**src/rtl/pong_sound.sv**
```systemverilog
// pong_sound: classifies pong game events and plays one prioritised square-wave
// tone per event on a 1-bit audio pin.
// Ports:
//   clk_0        pixel clock
//   rst          asynchronous active-low reset
//   enable       1 = sound on, 0 = mute (forces IDLE)
//   sq_xpos/ypos square position; sq_shown square visible/moving
//   score_p1/p2  player scores; game_over, game_startup game-state flags
//   audio        square-wave output; busy tone playing
//   tone_id      0 none, 1 wall, 2 paddle, 3 score, 4 game over
module pong_sound #(
  parameter int unsigned MS_CYCLES   = 25_175,
  parameter int unsigned PADDLE_HALF = 27_432,
  parameter int unsigned WALL_HALF   = 55_945,
  parameter int unsigned SCORE_HALF  = 51_377,
  parameter int unsigned OVER_HALF   = 100_700,
  parameter int unsigned PADDLE_MS   = 96,
  parameter int unsigned WALL_MS     = 16,
  parameter int unsigned SCORE_MS    = 257,
  parameter int unsigned OVER_MS     = 500
) (
  input  logic       clk_0,
  input  logic       rst,
  input  logic       enable,
  input  logic [9:0] sq_xpos,
  input  logic [9:0] sq_ypos,
  input  logic       sq_shown,
  input  logic [3:0] score_p1,
  input  logic [3:0] score_p2,
  input  logic       game_over,
  input  logic       game_startup,
  output logic       audio,
  output logic       busy,
  output logic [2:0] tone_id
);

  localparam int unsigned PH_W  = 17;
  localparam int unsigned PRE_W = 15;
  localparam int unsigned DUR_W = 9;

  localparam logic [PRE_W-1:0] MS_LAST = PRE_W'(MS_CYCLES - 1);

  localparam logic [2:0] ID_NONE   = 3'd0;
  localparam logic [2:0] ID_WALL   = 3'd1;
  localparam logic [2:0] ID_PADDLE = 3'd2;
  localparam logic [2:0] ID_SCORE  = 3'd3;
  localparam logic [2:0] ID_OVER   = 3'd4;

  typedef enum logic {IDLE, PLAY} state_t;

  state_t            state_q, state_d;
  logic [9:0]        prev_x, prev_y;
  logic [3:0]        prev_s1, prev_s2;
  logic              prev_over;
  logic              xdir, xdir_valid, ydir, ydir_valid;
  logic              xdir_d, xdir_valid_d, ydir_d, ydir_valid_d;
  logic [PH_W-1:0]   phase, phase_d, half_m1, half_m1_d;
  logic [PRE_W-1:0]  pre, pre_d;
  logic [DUR_W-1:0]  dur, dur_d;
  logic              audio_d, busy_d;
  logic [2:0]        tone_id_d;

  // Per-axis single-step detection; anything else is a respawn jump
  logic [9:0] dx, dy;
  logic       x_inc, x_dec, y_inc, y_dec;
  assign dx    = sq_xpos - prev_x;
  assign dy    = sq_ypos - prev_y;
  assign x_inc = (dx == 10'd1);
  assign x_dec = (dx == 10'h3FF);
  assign y_inc = (dy == 10'd1);
  assign y_dec = (dy == 10'h3FF);

  // Event classification; a score change to 0 is a game reset, not a point
  logic mute, paddle_ev, wall_ev, score_ev, over_ev, accept;
  logic [2:0] ev_id;
  assign mute      = game_startup | ~enable;
  assign paddle_ev = xdir_valid & (x_inc | x_dec) & (x_inc != xdir);
  assign wall_ev   = ydir_valid & (y_inc | y_dec) & (y_inc != ydir);
  assign score_ev  = ((score_p1 != prev_s1) && (score_p1 != 4'd0)) ||
                     ((score_p2 != prev_s2) && (score_p2 != 4'd0));
  assign over_ev   = game_over & ~prev_over;

  always_comb begin
    ev_id = ID_NONE;
    if (over_ev)        ev_id = ID_OVER;
    else if (score_ev)  ev_id = ID_SCORE;
    else if (paddle_ev) ev_id = ID_PADDLE;
    else if (wall_ev)   ev_id = ID_WALL;
  end

  // Equal priority restarts the current tone
  assign accept = ~mute && (ev_id != ID_NONE) && (ev_id >= tone_id);

  // Direction tracking
  always_comb begin
    xdir_d       = xdir;
    xdir_valid_d = xdir_valid;
    ydir_d       = ydir;
    ydir_valid_d = ydir_valid;
    if (!sq_shown)          xdir_valid_d = 1'b0;
    else if (x_inc)         begin xdir_d = 1'b1; xdir_valid_d = 1'b1; end
    else if (x_dec)         begin xdir_d = 1'b0; xdir_valid_d = 1'b1; end
    else if (dx != 10'd0)   xdir_valid_d = 1'b0;
    if (!sq_shown)          ydir_valid_d = 1'b0;
    else if (y_inc)         begin ydir_d = 1'b1; ydir_valid_d = 1'b1; end
    else if (y_dec)         begin ydir_d = 1'b0; ydir_valid_d = 1'b1; end
    else if (dy != 10'd0)   ydir_valid_d = 1'b0;
  end

  // Tone FSM next-state and outputs
  always_comb begin
    state_d   = state_q;
    audio_d   = audio;
    busy_d    = busy;
    tone_id_d = tone_id;
    phase_d   = phase;
    pre_d     = pre;
    dur_d     = dur;
    half_m1_d = half_m1;
    if (mute) begin
      state_d   = IDLE;
      audio_d   = 1'b0;
      busy_d    = 1'b0;
      tone_id_d = ID_NONE;
      phase_d   = '0;
      pre_d     = '0;
      dur_d     = '0;
    end else if (accept) begin
      state_d   = PLAY;
      audio_d   = 1'b1;
      busy_d    = 1'b1;
      tone_id_d = ev_id;
      phase_d   = '0;
      pre_d     = '0;
      case (ev_id)
        ID_OVER:   begin half_m1_d = PH_W'(OVER_HALF - 1);   dur_d = DUR_W'(OVER_MS);   end
        ID_SCORE:  begin half_m1_d = PH_W'(SCORE_HALF - 1);  dur_d = DUR_W'(SCORE_MS);  end
        ID_PADDLE: begin half_m1_d = PH_W'(PADDLE_HALF - 1); dur_d = DUR_W'(PADDLE_MS); end
        default:   begin half_m1_d = PH_W'(WALL_HALF - 1);   dur_d = DUR_W'(WALL_MS);   end
      endcase
    end else if (state_q == PLAY) begin
      if (phase == half_m1) begin
        phase_d = '0;
        audio_d = ~audio;
      end else begin
        phase_d = phase + PH_W'(1);
      end
      if (pre == MS_LAST) begin
        pre_d = '0;
        dur_d = dur - DUR_W'(1);
        if (dur == DUR_W'(1)) begin
          state_d   = IDLE;
          audio_d   = 1'b0;
          busy_d    = 1'b0;
          tone_id_d = ID_NONE;
        end
      end else begin
        pre_d = pre + PRE_W'(1);
      end
    end
  end

  // State, history and output registers
  always_ff @(posedge clk_0 or negedge rst) begin
    if (!rst) begin
      state_q    <= IDLE;
      prev_x     <= '0;
      prev_y     <= '0;
      prev_s1    <= '0;
      prev_s2    <= '0;
      prev_over  <= 1'b0;
      xdir       <= 1'b0;
      xdir_valid <= 1'b0;
      ydir       <= 1'b0;
      ydir_valid <= 1'b0;
      phase      <= '0;
      pre        <= '0;
      dur        <= '0;
      half_m1    <= '0;
      audio      <= 1'b0;
      busy       <= 1'b0;
      tone_id    <= ID_NONE;
    end else begin
      state_q    <= state_d;
      prev_x     <= sq_xpos;
      prev_y     <= sq_ypos;
      prev_s1    <= score_p1;
      prev_s2    <= score_p2;
      prev_over  <= game_over;
      xdir       <= xdir_d;
      xdir_valid <= xdir_valid_d;
      ydir       <= ydir_d;
      ydir_valid <= ydir_valid_d;
      phase      <= phase_d;
      pre        <= pre_d;
      dur        <= dur_d;
      half_m1    <= half_m1_d;
      audio      <= audio_d;
      busy       <= busy_d;
      tone_id    <= tone_id_d;
    end
  end

endmodule

```
**config.mk**
```make
export PLATFORM = sky130hd
export DESIGN_NAME = pong_sound
export DESIGN_NICKNAME = d
export VERILOG_FILES = /design/src/rtl/pong_sound.sv
export SDC_FILE = /design/constraint.sdc
export NUM_CORES = 1
export LEC_CHECK = 0
export BUFFER_PORTS_ARGS = -buffer_cell sky130_fd_sc_hd__buf_4
export CORE_MARGIN = 1.5
export CORE_UTILIZATION = 29
export DETAILED_ROUTE_END_ITERATION = 8
export SLEW_MARGIN = 20
export SYNTH_ARGS = -nofsm -noshare
export SYNTH_HDL_FRONTEND = slang
export SYNTH_SLANG_ARGS = --single-unit
```
**constraint.sdc**
```tcl
create_clock -name clk_0 -period 12.4 [get_ports clk_0]
set_input_delay 0 -clock clk_0 [delete_from_list [all_inputs] [get_ports clk_0]]
set_output_delay 0 -clock clk_0 [all_outputs]
set_load 0.1 [all_outputs]
```
# == Word level (Yosys, flattened, before mapping) ==
# Index checks and enable logic that the tools add are counted.
# op_classes
addsub,5
order_cmp,1
n_eq_ne,16
muxes,51
n_bitwise,12
n_reduce_logical,20
# op_table
cell,count
2-to-1 mux 17 bit,4
2-to-1 mux 15 bit,4
one-hot mux 17 bit (3 select lines),1
2-to-1 mux 9 bit,4
2-to-1 mux 1 bit,29
one-hot mux 9 bit (3 select lines),1
"== test 10 x 1 -> 1 bit, second input constant",2
"== test 10 bit, second input constant",2
nonzero test 10 bit,2
subtractor 10 bit,2
2-to-1 mux 3 bit,6
"adder 17 x 1 -> 17 bit, second input constant",1
== test 17 bit,1
"adder 15 x 1 -> 15 bit, second input constant",1
"== test 15 bit, second input constant",1
nonzero test 3 bit,4
"== test 9 x 1 -> 1 bit, second input constant",1
"subtractor 9 x 1 -> 9 bit, second input constant",1
"inequality test 4 x 1 -> 1 bit, second input constant",2
inequality test 4 bit,2
AND reduction 2 bit,4
nonzero test 4 bit,2
"== test 3 x 2 -> 1 bit, second input constant",2
AND 1 bit,5
other kinds (10),21
# totals
regBits,97
inputBits,34
out_inout_bits,5
elab_cells,122

# == Logic depth before layout (Yosys ltp) ==
# logic_depth
ltp_word,14
ltp_mapped,23
mapped_depth_nobuf,22

# == Worst setup path before layout ==
# Ideal clock, no wire load.
# synth_path
path_type,register to register
from,reg prev_x[0]
to,reg dur[0]
setup_ns,0.078
arrival_ns,4.993
t_required_ns,12.322
path_slack_ns,7.329
stages_incl_launch_ff,22
n_path_buf,1
synth_period_minus_slack_ns,5.071
cell_sequence,dfrtp_1 -> ha_1 -> fa_1 -> xor2_1 -> or3_1 -> or4_1 -> or4_4 -> or4_4 -> o211ai_1 -> a21oi_1 -> inv_1 -> ha_1 -> nor2b_1 -> a21o_1 -> o21ai_0 -> a21oi_1 -> nor2_1 -> o311a_2 -> nor2_2 -> clkbuf_1 -> nand2_1 -> a21oi_1
# synth_between
elab_chain_cells,13
word_cells_on_any_way,23
cone_classes,1 x add/sub; 1 x order compare; 6 x eq/ne; 6 x mux; 3 x bitwise; 6 x reduce/logical
# synth_rtl
item,line,rtl
start: declaration,52,"logic [9:0] prev_x, prev_y;"
start signal: assignment,185,prev_x <= sq_xpos;
subtractor 10 bit (*),66,assign dx = sq_xpos - prev_x;
== test 10 x 1 -> 1 bit / == test 10 bit (equally long branches),"68, 69",
bitwise OR 1 bit,77,assign paddle_ev = xdir_valid & (x_inc | x_dec) & (x_inc != xdir);
AND 1 bit,77,
AND 1 bit (*),77,
2-to-1 mux 2 bit (*),87,else if (paddle_ev) ev_id = ID_PADDLE;
2-to-1 mux 2 bit (*),86,else if (score_ev) ev_id = ID_SCORE;
2-to-1 mux 3 bit (*),85,if (over_ev) ev_id = ID_OVER;
"parallel branches: the longest is 5 deep, another holds >= comparator 3 bit",-,
end signal: assignment,196,dur <= dur_d;
end: declaration,59,"logic [DUR_W-1:0] dur, dur_d;"
# Mark *: on every way between the ends.
# A chain may end at the register's enable or synchronous reset.

# == Final worst setup path ==
# layout_path
from,reg prev_x[0]
to,reg pre[5]
# layout_between
elab_chain_cells,13
word_cells_on_any_way,17
cone_classes,1 x add/sub; 1 x order compare; 3 x eq/ne; 5 x mux; 3 x bitwise; 4 x reduce/logical
# layout_rtl
item,line,rtl
subtractor 10 bit (*),66,
== test 10 x 1 -> 1 bit / == test 10 bit (equally long branches),"68, 69",
bitwise OR 1 bit,77,
AND 1 bit,77,
AND 1 bit (*),77,
2-to-1 mux 2 bit (*),87,
2-to-1 mux 2 bit (*),86,
2-to-1 mux 3 bit (*),85,
"parallel branches: the longest is 2 deep, another holds >= comparator 3 bit",-,
logical AND 1 bit (*),92,assign accept = ~mute && (ev_id != ID_NONE) && (ev_id >= tone_id);
2-to-1 mux 15 bit,128,end else if (accept) begin
2-to-1 mux 15 bit,120,if (mute) begin
end signal: assignment,195,pre <= pre_d;
end: declaration,58,"logic [PRE_W-1:0] pre, pre_d;"
# Marked as above.

==> results.md <==
- Net Count, Synth: 644
- Vias: 4387
- Failing checks: design-rule violations
- # Post-CTS Setup Buffers: 0
- Final period util: 46.72%
- EDFF count, synth: 0
- Final non-filler cell total: 886
- Startpoint Class: flip-flop
- First-pass GRT wire length: 20590 um
- Run status: complete, but fails checks
- H-tree Lvls: 3
- Placed insts: 838
- Top delay family on crit path: simple AND/OR/NAND/NOR gates
- Drt drc: 6
- Critical path arrival: 6.06 ns
- Setup Crit Path Kind: reg -> reg
- Worst Skew: 0.01058 ns
- Final min period: 5.794 ns
- Initial antenna violation count: 0
- Fin. max-slew vios: 0
- Number of global-route vias before repair: 4213
- IO Count: 39
- PD cells: 108.7 nW/um^2
- Port Buffers: 38
- DRT antenna net count: 0
- Gp weighted congestion: 0.8289
- Worst Max-Slew Pin Slew: 0.7160 ns
- Final #Nets: 714
- R2R depth: 20
- Cell Area, Synth: 5418 sq um
- DR vias/cell: 4.951
- Die width: 139.7 um
- CP Max Fanout: 19
- CTS max path bufs: 2
- CP Capture Type: flip-flop
- Starting Density: 29.85%
- Cells after Synth: 581
- Register area share after synthesis: 42.49%
- GRT Util Overall: 12.95%
- FMAX: 0.1726 GHz
- Rel. slew slack: 52.27%
- Skew-Pair Late Insertion Delay: 0.35 ns
- Area after DPL: 5953 sq um
- Pleak: 2.843 nW
- Share of post-route cells with drive strength above 1: 12.35%
- Crit-path cells: ha_1, fa_1, xor2_1, or3_1, or4_1, or4_4, or4_4, o211ai_1, a21oi_1, inv_1, ha_1, nor2b_1, a21o_1, o21ai_0, a21oi_1, nor2_1, o311a_2, nor2_2, nand3_1, a21oi_1
- RSZ-0062 raised after global routing: false
- Final HPWL DP: 8657 um
- YS warnings: 0
- Ys flop type: dfrtp_1
- DRT Wirelength: 12080 um
- Syn_area_per_cell: 9.325 sq um
- Die extent in y: 139.7 um
- Final setup TNS: 0 ns
- Largest net degree at the start of global routing: 53
- Die ar.: 19510 sq um
- Async set or reset register ratio after synthesis: 100.0%
- Final core utilization: 36.07%
- Cell area after layout: 6546 sq um
- Min-delay worst type: in -> async
- TritonRoute pass-1 iters: 7
- Setup Viol. Count Final: 0
- CP Depth: 20
- Bufs and invs on worst path: 1
- Final Hold Viols: 0
- Most frequent cell on the critical path: a21oi_1
- Reg clk slew, reported paths: 0.07 ns
- Synth cell types: 65
- IR drop worst, VDD: 49.66 uV
- Synthesis-stage register bit count: 92
- GR Overflow Total: 0
- CP max stage delay: 0.57 ns
- Max-cap violations: 0
- Total CTS buffers: 9
- Slowest cell on crit path: nor2_2
- Row count: 49
- CTS tree: built
- Iter 0 DRT Violations: 254
- Drt wl/cell: 13.63 um
- Area Growth Syn to Fin: 20.83%
- CORE AREA: 18150 sq um
- CTS sink cnt: 92
- Critical Path RT: 12.67 ns
- Root buffer cell: clkbuf_16
through the flow:
step | total power, mW | hold WS [ns] | setup WS, ns
after floorplan | 0.4090 | -0.2956 | 7.329
after global placement | 0.4457 | 0.02694 | 6.660
after detailed placement | 0.4468 | 0.02387 | 6.607
after CTS | 0.7219 | 0.2089 | 6.578
after global routing | 0.7506 | 0.2409 | 6.148
final | 0.7113 | 0.1994 | 6.606
registers in the layout, indices dropped and copies added, names as in the netlist, 3 cells and up:
| name | cells |
|---|---|
| dur | 9 |
| half_m1 | 12 |
| phase | 17 |
| pre | 15 |
| prev_s1 | 4 |
| prev_s2 | 4 |
| prev_x | 10 |
| prev_y | 10 |
| tone_id | 3 |
power breakdown:
part	internal, mW	switching (mW)	total, mW
clock network	0.142	0.122	0.263
logic	0.0537	0.0725	0.126
registers	0.312	0.00959	0.322
layout by cell type, fill, tap and decap left out, types with 3 or more instances in the layout:
master / instances
dfrtp_1: 92
nor2_1: 60
nand2_1: 45
buf_4: 40
xor2_1: 38
a21oi_1: 34
inv_1: 34
dlygate4sd3_1: 31
ha_1: 27
o21ai_0: 26
xnor2_1: 22
nand3_1: 22
and3_1: 17
nor3_1: 12
or3_1: 11
nand2b_1: 9
clkbuf_16: 9
o21a_1: 8
nor4_1: 8
nand4_1: 7
a21o_1: 7
a211oi_1: 7
nor2b_1: 6
clkinvlp_4: 5
o31ai_1: 4
a31oi_1: 4
or2_2: 4
nor3b_1: 4
and3_2: 3
a22oi_1: 3
a31o_2: 3
nand3b_1: 3
a211o_1: 3
a21oi_2: 3
or4_1: 3
cells by family (layout without fill, tap and decap cells):
group	after synthesis	count (layout)	share of synthesized area [%]
AOI/OAI and AO/OA	123	123	15.15
xor gates and xnor gates	60	60	9.700
adders and majority gates	29	29	6.975
buffers and inverters	46	121	3.303
DFF	92	92	42.49
muxes	2	2	0.4157
other	0	1	0
and+or+nand+nor	229	229	21.96
cell type report:
class                      instances  area (sq um)
timing repair buffer              71         610.6
tap                              229         286.5
sequential                        92          2302
inverter                          34         127.6
multi-input combinational        443          2937
clock buffer                      11         242.7
fill                            1873         11600
clock inverter                     5         37.54
antenna                            1         2.502
cell usage after synthesis, types with 11 or more instances:
cell type  count  area [sq um]
inv_1         34         127.6
nor2_1        60         225.2
nor3_1        12         60.06
a21oi_1       34         170.2
ha_1          27         337.8
xor2_1        38         332.8
nand3_1       22         110.1
and3_1        17         106.4
dfrtp_1       92          2302
nand2_1       45         168.9
or3_1         11         68.82
xnor2_1       22         192.7
o21ai_0       26         130.1
layer usage:
layer  wire [um]  vias up  part of all wire, %  global-route usage (%)
li1            -     2205                    -                       -
met1        5985     2117                   50                   17.84
met2        5519       51                   46                   20.56
met3         363       14                  3.0                   1.996
met4         210        0                  1.7                   4.820
met5           0        -                    0                       0
repair_timing:
item / 4_1_cts / 5_1_grt
hold buffers: 31 / 0
hold endpoints to repair: 73 / 0
resized for setup: 0 / 0
path summary, 6_finish.rpt:
path	startpoint	slack [ns]	to
min reg2reg	half_m1[11]$_DFFE_PN0P_	0.51	half_m1[11]$_DFFE_PN0P_
min in group clk_0	game_startup	0.21	dur[5]$_DFFE_PN0P_
max	prev_x[0]$_DFF_PN0_	6.61	pre[5]$_DFFE_PN0P_
max in group asynchronous	rst	11.13	dur[8]$_DFFE_PN0P_
min	rst	0.20	prev_s2[3]$_DFF_PN0_
max reg2reg	prev_x[0]$_DFF_PN0_	6.61	pre[5]$_DFFE_PN0P_
(Power assumes the default switching activity.)
